## src/rtl/siso_tx_sched_if.sv

```systemverilog
// Handshake and serial-output bundle for siso_tx_sched.
// master = producer/link side, slave = scheduler side.
interface siso_tx_sched_if #(
    parameter int WIDTH = 4
) ();
    logic             req0_valid;
    logic [WIDTH-1:0] req0_data;
    logic             req0_ready;
    logic             req1_valid;
    logic [WIDTH-1:0] req1_data;
    logic             req1_ready;
    logic             sout;
    logic             sout_valid;
    logic             sof;
    logic             eof;
    logic             grant_id;
    logic             busy;

    modport master (
        output req0_valid, req0_data, req1_valid, req1_data,
        input  req0_ready, req1_ready, sout, sout_valid, sof, eof, grant_id, busy
    );

    modport slave (
        input  req0_valid, req0_data, req1_valid, req1_data,
        output req0_ready, req1_ready, sout, sout_valid, sof, eof, grant_id, busy
    );
endinterface

```

## src/rtl/siso_tx_sched.sv

```systemverilog
// Two-requester round-robin scheduler feeding an LSB-first SISO shift register.
// Define SISO_TX_PARITY_EN to append an even-parity bit to every frame.
module siso_tx_sched #(
    parameter int WIDTH = 4,
    parameter int GAP   = 1
) (
    input logic            clk,
    input logic            rst,
    siso_tx_sched_if.slave bus
);

`ifdef SISO_TX_PARITY_EN
    localparam int FRAME = WIDTH + 1;
`else
    localparam int FRAME = WIDTH;
`endif
    localparam int CNT_W = (FRAME > 2) ? $clog2(FRAME) : 1;
    localparam int GAP_W = (GAP > 2) ? $clog2(GAP) : 1;
    localparam logic [CNT_W-1:0] BIT_LAST = CNT_W'(FRAME - 1);
    localparam logic [GAP_W-1:0] GAP_LAST = (GAP > 0) ? GAP_W'(GAP - 1) : '0;

    typedef enum logic [1:0] {StIdle, StShift, StGap} state_t;

    state_t           state;
    logic [FRAME-1:0] sr;
    logic [CNT_W-1:0] bit_cnt;
    logic [GAP_W-1:0] gap_cnt;
    logic             last_grant;
    logic             grant_q;

    logic             sel1;
    logic             accept;
    logic [WIDTH-1:0] sel_data;
    logic [FRAME-1:0] load_word;
    logic             shifting;

    // Requester 1 wins if it is alone, or if both are valid and 0 went last.
    assign sel1     = bus.req1_valid & (~bus.req0_valid | ~last_grant);
    assign bus.req0_ready = (state == StIdle) & ~rst & bus.req0_valid & ~sel1;
    assign bus.req1_ready = (state == StIdle) & ~rst & sel1;
    assign accept   = bus.req0_ready | bus.req1_ready;
    assign sel_data = sel1 ? bus.req1_data : bus.req0_data;

`ifdef SISO_TX_PARITY_EN
    // Parity rides above the data so the same shift path emits it last.
    assign load_word = {^sel_data, sel_data};
`else
    assign load_word = sel_data;
`endif

    always_ff @(posedge clk) begin
        if (rst) begin
            state      <= StIdle;
            sr         <= '0;
            bit_cnt    <= '0;
            gap_cnt    <= '0;
            last_grant <= 1'b1;
            grant_q    <= 1'b0;
        end else begin
            case (state)
                StIdle: begin
                    if (accept) begin
                        sr         <= load_word;
                        grant_q    <= sel1;
                        last_grant <= sel1;
                        bit_cnt    <= '0;
                        state      <= StShift;
                    end
                end
                StShift: begin
                    sr <= {1'b0, sr[FRAME-1:1]};
                    if (bit_cnt == BIT_LAST) begin
                        bit_cnt <= '0;
                        gap_cnt <= '0;
                        if (GAP > 0) state <= StGap;
                        else         state <= StIdle;
                    end else begin
                        bit_cnt <= bit_cnt + 1'b1;
                    end
                end
                StGap: begin
                    if (gap_cnt == GAP_LAST) state <= StIdle;
                    else                     gap_cnt <= gap_cnt + 1'b1;
                end
                default: state <= StIdle;
            endcase
        end
    end

    assign shifting       = (state == StShift);
    assign bus.sout       = shifting & sr[0];
    assign bus.sout_valid = shifting;
    assign bus.sof        = shifting & (bit_cnt == '0);
    assign bus.eof        = shifting & (bit_cnt == BIT_LAST);
    assign bus.busy       = (state != StIdle);
    assign bus.grant_id   = grant_q;

endmodule

```

## src/flat_wrapper.sv

```systemverilog
// flat-port wrapper written by rule: the top's interface ports become plain ports
module siso_tx_sched_flat 
#(
    parameter int WIDTH = 4,
    parameter int GAP   = 1
)
  (clk, rst, bus_req0_valid, bus_req0_data, bus_req1_valid, bus_req1_data, bus_req0_ready, bus_req1_ready, bus_sout, bus_sout_valid, bus_sof, bus_eof, bus_grant_id, bus_busy);
  siso_tx_sched_if #(.WIDTH(WIDTH)) bus_i ();
  input logic clk;
  input logic rst;
  input wire logic [$bits(bus_i.req0_valid)-1:0] bus_req0_valid;
  input wire logic [$bits(bus_i.req0_data)-1:0] bus_req0_data;
  input wire logic [$bits(bus_i.req1_valid)-1:0] bus_req1_valid;
  input wire logic [$bits(bus_i.req1_data)-1:0] bus_req1_data;
  output wire logic [$bits(bus_i.req0_ready)-1:0] bus_req0_ready;
  output wire logic [$bits(bus_i.req1_ready)-1:0] bus_req1_ready;
  output wire logic [$bits(bus_i.sout)-1:0] bus_sout;
  output wire logic [$bits(bus_i.sout_valid)-1:0] bus_sout_valid;
  output wire logic [$bits(bus_i.sof)-1:0] bus_sof;
  output wire logic [$bits(bus_i.eof)-1:0] bus_eof;
  output wire logic [$bits(bus_i.grant_id)-1:0] bus_grant_id;
  output wire logic [$bits(bus_i.busy)-1:0] bus_busy;
  assign bus_i.req0_valid = bus_req0_valid;
  assign bus_i.req0_data = bus_req0_data;
  assign bus_i.req1_valid = bus_req1_valid;
  assign bus_i.req1_data = bus_req1_data;
  assign bus_req0_ready = bus_i.req0_ready;
  assign bus_req1_ready = bus_i.req1_ready;
  assign bus_sout = bus_i.sout;
  assign bus_sout_valid = bus_i.sout_valid;
  assign bus_sof = bus_i.sof;
  assign bus_eof = bus_i.eof;
  assign bus_grant_id = bus_i.grant_id;
  assign bus_busy = bus_i.busy;
  siso_tx_sched #(.WIDTH(WIDTH), .GAP(GAP)) u_core (.clk(clk), .rst(rst), .bus(bus_i));
endmodule
```

## config.mk

```make
export PLATFORM = sky130hd
export DESIGN_NAME = siso_tx_sched_flat
export DESIGN_NICKNAME = d
export VERILOG_FILES = /design/src/rtl/siso_tx_sched_if.sv /design/src/rtl/siso_tx_sched.sv /design/src/flat_wrapper.sv
export SDC_FILE = /design/constraint.sdc
export NUM_CORES = 1
export LEC_CHECK = 0
export ABC_AREA = 1
export BUFFER_PORTS_ARGS = -buffer_cell sky130_fd_sc_hd__buf_4
export CAP_MARGIN = 10
export CORE_MARGIN = 3
export CORE_UTILIZATION = 37
export CTS_CLUSTER_DIAMETER = 80
export DETAILED_ROUTE_END_ITERATION = 10
export HOLD_SLACK_MARGIN = 0.08
export SETUP_SLACK_MARGIN = 0.5
export SLEW_MARGIN = 20
export SYNTH_ARGS = -nofsm -noshare
export SYNTH_HDL_FRONTEND = slang
export SYNTH_SLANG_ARGS = --single-unit
```

## constraint.sdc

```tcl
create_clock -name clk -period 1.95 [get_ports clk]
set_clock_uncertainty 0.1 [all_clocks]
set_input_delay 0.2925 -clock clk [delete_from_list [all_inputs] [get_ports clk]]
set_output_delay 0.2925 -clock clk [all_outputs]
set_load 0.05 [all_outputs]
```

==> results of run 1 <==
-- cells by family after synthesis --
group | count (synthesis) | share of synthesized area
buffers and inverters | 14 | 0.1008
and+or+nand+nor | 54 | 0.4601
DFF | 10 | 0.3361
AOI/OAI and AO/OA | 7 | 0.06093
adders and majority gates | 2 | 0.04201
-- power by group --
part / total (uW) / internal, uW / switching, uW
Combinational: 239 / 97.8 / 141
Clock: 145 / 71.3 / 73.6
Sequential: 235 / 223 / 11.9
Total: 620 / 393 / 227
-- critical path, cell delays in order, from the launching register on --
cell	delay, ns
dfxtp_4	0.36
inv_4	0.07
nand2_4	0.05
nor2_4	0.12
nand2_4	0.07
clkinvlp_4	0.07
buf_8	0.13
-- metal layers --
metal / wire length [microns] / GRT usage
met1: 719 / 0.2108
met2: 740 / 0.2500
met3: 67 / 0.03516
met4: 0 / 0.06818
met5: 0 / 0
-- synthesized netlist by cell type (all sizes together) --
cell type / count
nand2: 23
nand3: 16
inv: 13
nor2: 11
dfxtp: 10
a21oi: 6
or2: 3
ha: 2
a31oi: 1
buf: 1
nor3: 1
-- state kept, by name (all words and copies together) (netlist names) --
name / flops
u_core.state: 2
u_core.last_grant: 1
u_core.bus.grant_id: 1
u_core.bit_cnt: 2
u_core.sr: 4
-- layout by cell type, fill, tap and decap left out --
cell type / synthesis / routed
clkbuf_4: 0 / 3
nand3_1: 14 / 14
nor2_1: 8 / 4
dfxtp_4: 0 / 2
ha_1: 2 / 2
dfxtp_1: 10 / 5
a21oi_1: 6 / 6
buf_4: 0 / 20
inv_1: 9 / 8
nand2_1: 20 / 18
inv_6: 0 / 1
nand3_4: 1 / 2
nand2_4: 1 / 3
nand2_2: 2 / 2
clkinvlp_4: 0 / 1
nor3_1: 1 / 1
a31oi_1: 1 / 1
nor2_4: 1 / 7
buf_8: 0 / 3
buf_6: 1 / 4
inv_4: 0 / 3
dfxtp_2: 0 / 3
or2_0: 3 / 3
-- area by class of cell --
class	count	share of cell area
multi-input cells	63	0.4162
repair buffers	27	0.2513
flip-flops and latches	10	0.2212
inverters	13	0.06806
clock buffers	3	0.02356
well taps	15	0.01963
-- worst max-delay path by stage --
stage                     endpoint  slack, ns  cells past startpoint
floorplan                  bus_sof       0.38                      5
global placement    bus_req1_ready       0.44                      7
detailed placement  bus_req1_ready       0.42                      7
CTS                 bus_sout_valid       0.41                      4
global route        bus_req1_ready       0.36                      6
finish              bus_req1_ready       0.41                      6
-- repair_timing --
item                       in CTS  in global routing
hold buffers                    0                  0
gates resized for setup        19                  8
setup endpoints to repair       5                  9
setup buffers                   7                  0
pin swaps                       6                  4
hold endpoints to repair        0                  0
-- stage by stage --
step	power (uW)	hold slack, ns
global route	656.8	0.1515
CTS	616.1	0.1471
finish	619.5	0.1527
floorplan	386.0	0.2545
global placement	438.1	0.3562
detailed placement	439.1	0.3564
==> impl_metrics.json, run 1 <==
{
  "finalWorstSetupSlack_ns": 0.4109,
  "stdcell_area_sq_um": 955.9,
  "worst_pin_slew_ns": 0.1737,
  "dp_hpwl_microns": 1040,
  "ios": 20,
  "drt_pass1_iterations": 3,
  "grt_max_degree": 10,
  "multi_input_area_sq_um": 397.9,
  "final_util": 0.6834,
  "syn_nets": 101,
  "r2r_end": "u_core.sr[1]",
  "ys_ff_latch": 10,
  "initialDrtViolationCount": 10,
  "synthTopCellsByArea": "dfxtp_1 34%, nand2_1 13%, nand3_1 12%",
  "h-tree-depth": 1,
  "final_cell_count_no_fill": 131,
  "hold_viol": 0,
  "ff_latch_area_sq_um": 211.5,
  "min_period_ns": 1.539,
  "grt_usage": 0.1606,
  "routedWlPerCell_microns": 11.65,
  "ant_nets": 0,
  "required_ns": 1.56,
  "yosys_warnings": 0,
  "synth_top_area_frac": 0.3361,
  "clockBufferDepth": 2,
  "critPathLaunchType": "register",
  "initial_core_util": 0.4258,
  "hold_class": "primary input to register",
  "drc_errors": 0,
  "final_layout_size_suffix_gt1_frac": 0.4655,
  "globalplace.congestion": 0.7697,
  "syn2layout_area_growth_pct": 60.50,
  "finalCritPeriodShare": 0.7893,
  "rr_worst_depth": 9,
  "dieHeight_microns": 46.12,
  "coreArea_sq_um": 1399,
  "vias_per_cell": 4.733,
  "crit_type": "register to output pin",
  "fillers": 117,
  "grt-ovfl-total": 0,
  "die-width_microns": 46.12,
  "maxCapViolCount": 0,
  "insertion_delay_ns": 0.26,
  "cts_tree": "built",
  "tns_ns": 0,
  "via_count": 620,
  "end_kind": "output pin",
  "slew_viol_final": 0,
  "dp_cells": 121,
  "dpl_cell_area_sq_um": 789.5,
  "min_to": "u_core.bit_cnt[1]",
  "cts_num_sinks": 10,
  "maxSlewHeadroom": 0.8841,
  "grt_pass1_vias": 541,
  "synth_cells": 87,
  "p_per_area_nw_per_um2": 648.1,
  "num_antenna_cells": 0,
  "power.leakage_uw": 0.0004665,
  "grt_pass1_wl_microns": 2408,
  "post_synth_num_cell_types": 18,
  "nets": 132,
  "row_count": 13,
  "yosysTopAreaCell": "dfxtp_1",
  "setup_viol": 0,
  "ir_worst_vdd_mv": 0.4660,
  "path_clk_slew_ns": 0.06,
  "port_buffers": 19,
  "cts_buffers": 3,
  "clock.fmax_ghz": 0.6497,
  "dieArea_sq_um": 2127,
  "grt_setup_unrepaired": "true",
  "path_max_fanout": 2,
  "outcome": "complete, no violations",
  "arrival_ns": 1.15,
  "worstSetupStartpoint": "u_core.state[0]",
  "min_path_cells": 2,
  "synth-seq-area-share": 0.3361,
  "place_ws_ns": 0.4190,
  "syn_area_sq_um": 595.6,
  "synth_area_per_cell_sq_um": 6.846,
  "min_from": "rst",
  "antenna_found_initial": 0,
  "clockRootBuffer": "clkbuf_4",
  "r2r_slack_ns": 0.54,
  "r2r_start": "u_core.state[0]",
  "routed_wl_microns": 1526
}
Note: power is estimated with default switching activity, not from simulation.
==> inputs of run 2 (changes only) <==
--- a/config.mk
+++ b/config.mk
@@ -5,7 +5,7 @@
 export SDC_FILE = /design/constraint.sdc
 export NUM_CORES = 1
 export LEC_CHECK = 0
-export ABC_AREA = 1
+export ABC_AREA = 0
 export BUFFER_PORTS_ARGS = -buffer_cell sky130_fd_sc_hd__buf_4
 export CAP_MARGIN = 10
 export CORE_MARGIN = 3
==> constraint.sdc (replaced) <==
create_clock -name clk -period 1.4 [get_ports clk]
set_clock_uncertainty 0.1 [all_clocks]
set_input_delay 0.21 -clock clk [delete_from_list [all_inputs] [get_ports clk]]
set_output_delay 0.21 -clock clk [all_outputs]
set_load 0.05 [all_outputs]
==> impl_metrics.json, run 2 <==
{
  "top_regs": "u_core.sr: 4 flops, u_core.bit_cnt: 2 flops, u_core.state: 2 flops",
  "ir_worst_vdd_mv": 0.8203,
  "stdcell_area_sq_um": 1111,
  "port_buffers": 19,
  "sw_frac_of_total": 0.3056,
  "regMostFlops": "u_core.sr",
  "path_clk_slew_ns": 0.07,
  "nets": 125,
  "path_max_fanout": 4,
  "synth.most_common_cell": "dfxtp_1",
  "finalCritPeriodShare": 1.198,
  "comb_power_share": 0.342,
  "ys_ff_latch": 10,
  "synth-seq-area-share": 0.3426,
  "cts_num_sinks": 10,
  "largest_register_ffs": 4,
  "via_count": 661,
  "dieArea_sq_um": 2092,
  "routedWlPerCell_microns": 14.98,
  "wl_met1_microns": 759,
  "min_path_cells": 2,
  "required_ns": 1.09,
  "p_per_area_nw_per_um2": 806.8,
  "critPathLaunchType": "register",
  "dp_hpwl_microns": 1074,
  "synth_top_area_frac": 0.3426,
  "globalplace.congestion": 0.7573,
  "worst_pin_slew_ns": 0.4202,
  "routed-wl-met3_microns": 77,
  "clock.fmax_ghz": 0.5962,
  "hold_class": "primary input to register",
  "cts_tree": "built",
  "grt_usage": 0.2031,
  "maxSlewHeadroom": 0.7174,
  "setup_viol": 11,
  "r2r_slack_ns": -0.18,
  "yosys_warnings": 0,
  "cts.hold.buffers_added": 0,
  "routed_wl_microns": 1872,
  "ios": 20,
  "hold_viol": 0,
  "grt_pass1_vias": 696,
  "synth_cells": 72,
  "ant_nets": 0,
  "violations": "negative setup slack",
  "coreArea_sq_um": 1383,
  "power.leakage_uw": 0.0004746,
  "hold-worst-slack_ns": 0.09324,
  "end_kind": "output pin",
  "synth_area_per_cell_sq_um": 8.115,
  "rr_worst_depth": 5,
  "antenna_found_initial": 0,
  "dpl_cell_area_sq_um": 810.8,
  "p_int_uw": 622.5,
  "die-width_microns": 45.74,
  "syn_nets": 86,
  "synthTopCellsByArea": "dfxtp_1 34%, nor2b_1 9.6%, nor3_1 6.0%",
  "drt_pass1_iterations": 4,
  "clockBufferDepth": 2,
  "layout_commonest_cell": "buf_4",
  "num_antenna_cells": 0,
  "outcome": "complete, but fails checks",
  "crit_type": "register to output pin",
  "syn_area_sq_um": 584.3,
  "synth-async-reset-ratio": 0,
  "power_uw": 896.4,
  "dp_cells": 108,
  "clockRootBuffer": "clkbuf_4",
  "wl_met2_microns": 992,
  "seq_power_share": 0.360,
  "grt_max_degree": 12,
  "final_cell_mix": "19 x buf_4, 12 x buf_6, 8 x nor2b_1, 7 x buf_8",
  "final_cell_count_no_fill": 125,
  "initial_core_util": 0.4226,
  "min_period_ns": 1.677,
  "finalWorstSetupSlack_ns": -0.2773,
  "post_synth_num_cell_types": 26,
  "top_layer": "met4",
  "syn2layout_area_growth_pct": 90.15,
  "final_layout_size_suffix_gt1_frac": 0.6182,
  "insertion_delay_ns": 0.27,
  "cts_buffers": 3,
  "p_clk_frac": 0.298,
  "maxCapViolCount": 0,
  "h-tree-depth": 1,
  "grt_pass1_wl_microns": 2904,
  "yosysTopAreaCell": "dfxtp_1",
  "arrival_ns": 1.37,
  "vias_per_cell": 5.288,
  "tns_ns": -1.790,
  "dieHeight_microns": 45.74,
  "synth_edf_count": 0,
  "grt-ovfl-total": 0,
  "synthFlopType": "dfxtp_1",
  "yosys-top-cells-count": "10 x dfxtp_1, 9 x nor2b_1, 7 x nor3_1, 6 x o21ai_0",
  "initialDrtViolationCount": 6,
  "grt_setup_unrepaired": "true",
  "switchingPower_uw": 274.0,
  "slew_viol_final": 0,
  "drc_errors": 0,
  "row_count": 13
}
[run 2: worst paths after layout]
path,startpoint,to
max,u_core.state[0],bus_req0_ready
max reg2reg,u_core.state[0],u_core.last_grant
min reg2reg,u_core.bit_cnt[0],u_core.bit_cnt[0]
min,rst,u_core.bit_cnt[0]
[run 2: worst max-delay path, cell delays in order, from the launching register on]
cell and delay (ns):
dfxtp_4 0.36, or3b_4 0.42, nor3_4 0.14, buf_6 0.18
[run 2: area by class of cell]
cell class / count / area [sq um]
Multi-Input combinational cell: 55 / 451.7
Timing Repair Buffer: 38 / 382.9
Fill cell: 88 / 271.5
Sequential cell: 10 / 210.2
Clock buffer: 4 / 36.28
Tap cell: 15 / 18.77
Inverter: 3 / 11.26
[run 2: layer usage]
metal	track usage	up-vias
met5	0	-
met2	0.3231	18
met1	0.2321	303
li1	-	334
met3	0.04743	6
met4	0.1534	0
[run 2: timing repair]
item                       CTS  global route
resized for setup           28            18
buffers inserted             7             6
hold endpoints to repair     0             0
setup endpoints to repair   18            18
cloned                       0             0
pin swaps                    9             4
[run 2: power by group through the flow]
| stage | logic (uW) | registers (uW) | clock network (uW) |
|---|---|---|---|
| 4_1_cts | 266 | 321 | 269 |
| 3_3_place_gp | 210 | 329 | 0 |
| 6_report | 307 | 322 | 267 |
| 2_1_floorplan | 137 | 332 | 0 |
| 5_1_grt | 331 | 324 | 297 |
| 3_5_place_dp | 212 | 330 | 0 |
[run 2: stage by stage]
step,util,setup WS (ns)
6_report,0.8036,-0.2773
3_5_place_dp,0.5864,-0.007763
5_1_grt,0.8036,-0.3321
3_3_place_gp,0.5864,0.008809
4_1_cts,0.7258,-0.2678
2_1_floorplan,-,-0.1697
[run 2: logic make-up (layout without fill, tap and decap cells)]
family	count (synthesis)	in the layout	synth area share
simple gates	35	35	0.3533
compound gates	17	17	0.1841
flops	10	10	0.3426
buf+inv	7	45	0.05995
fa+ha+maj	2	2	0.04282
mux	1	1	0.01713
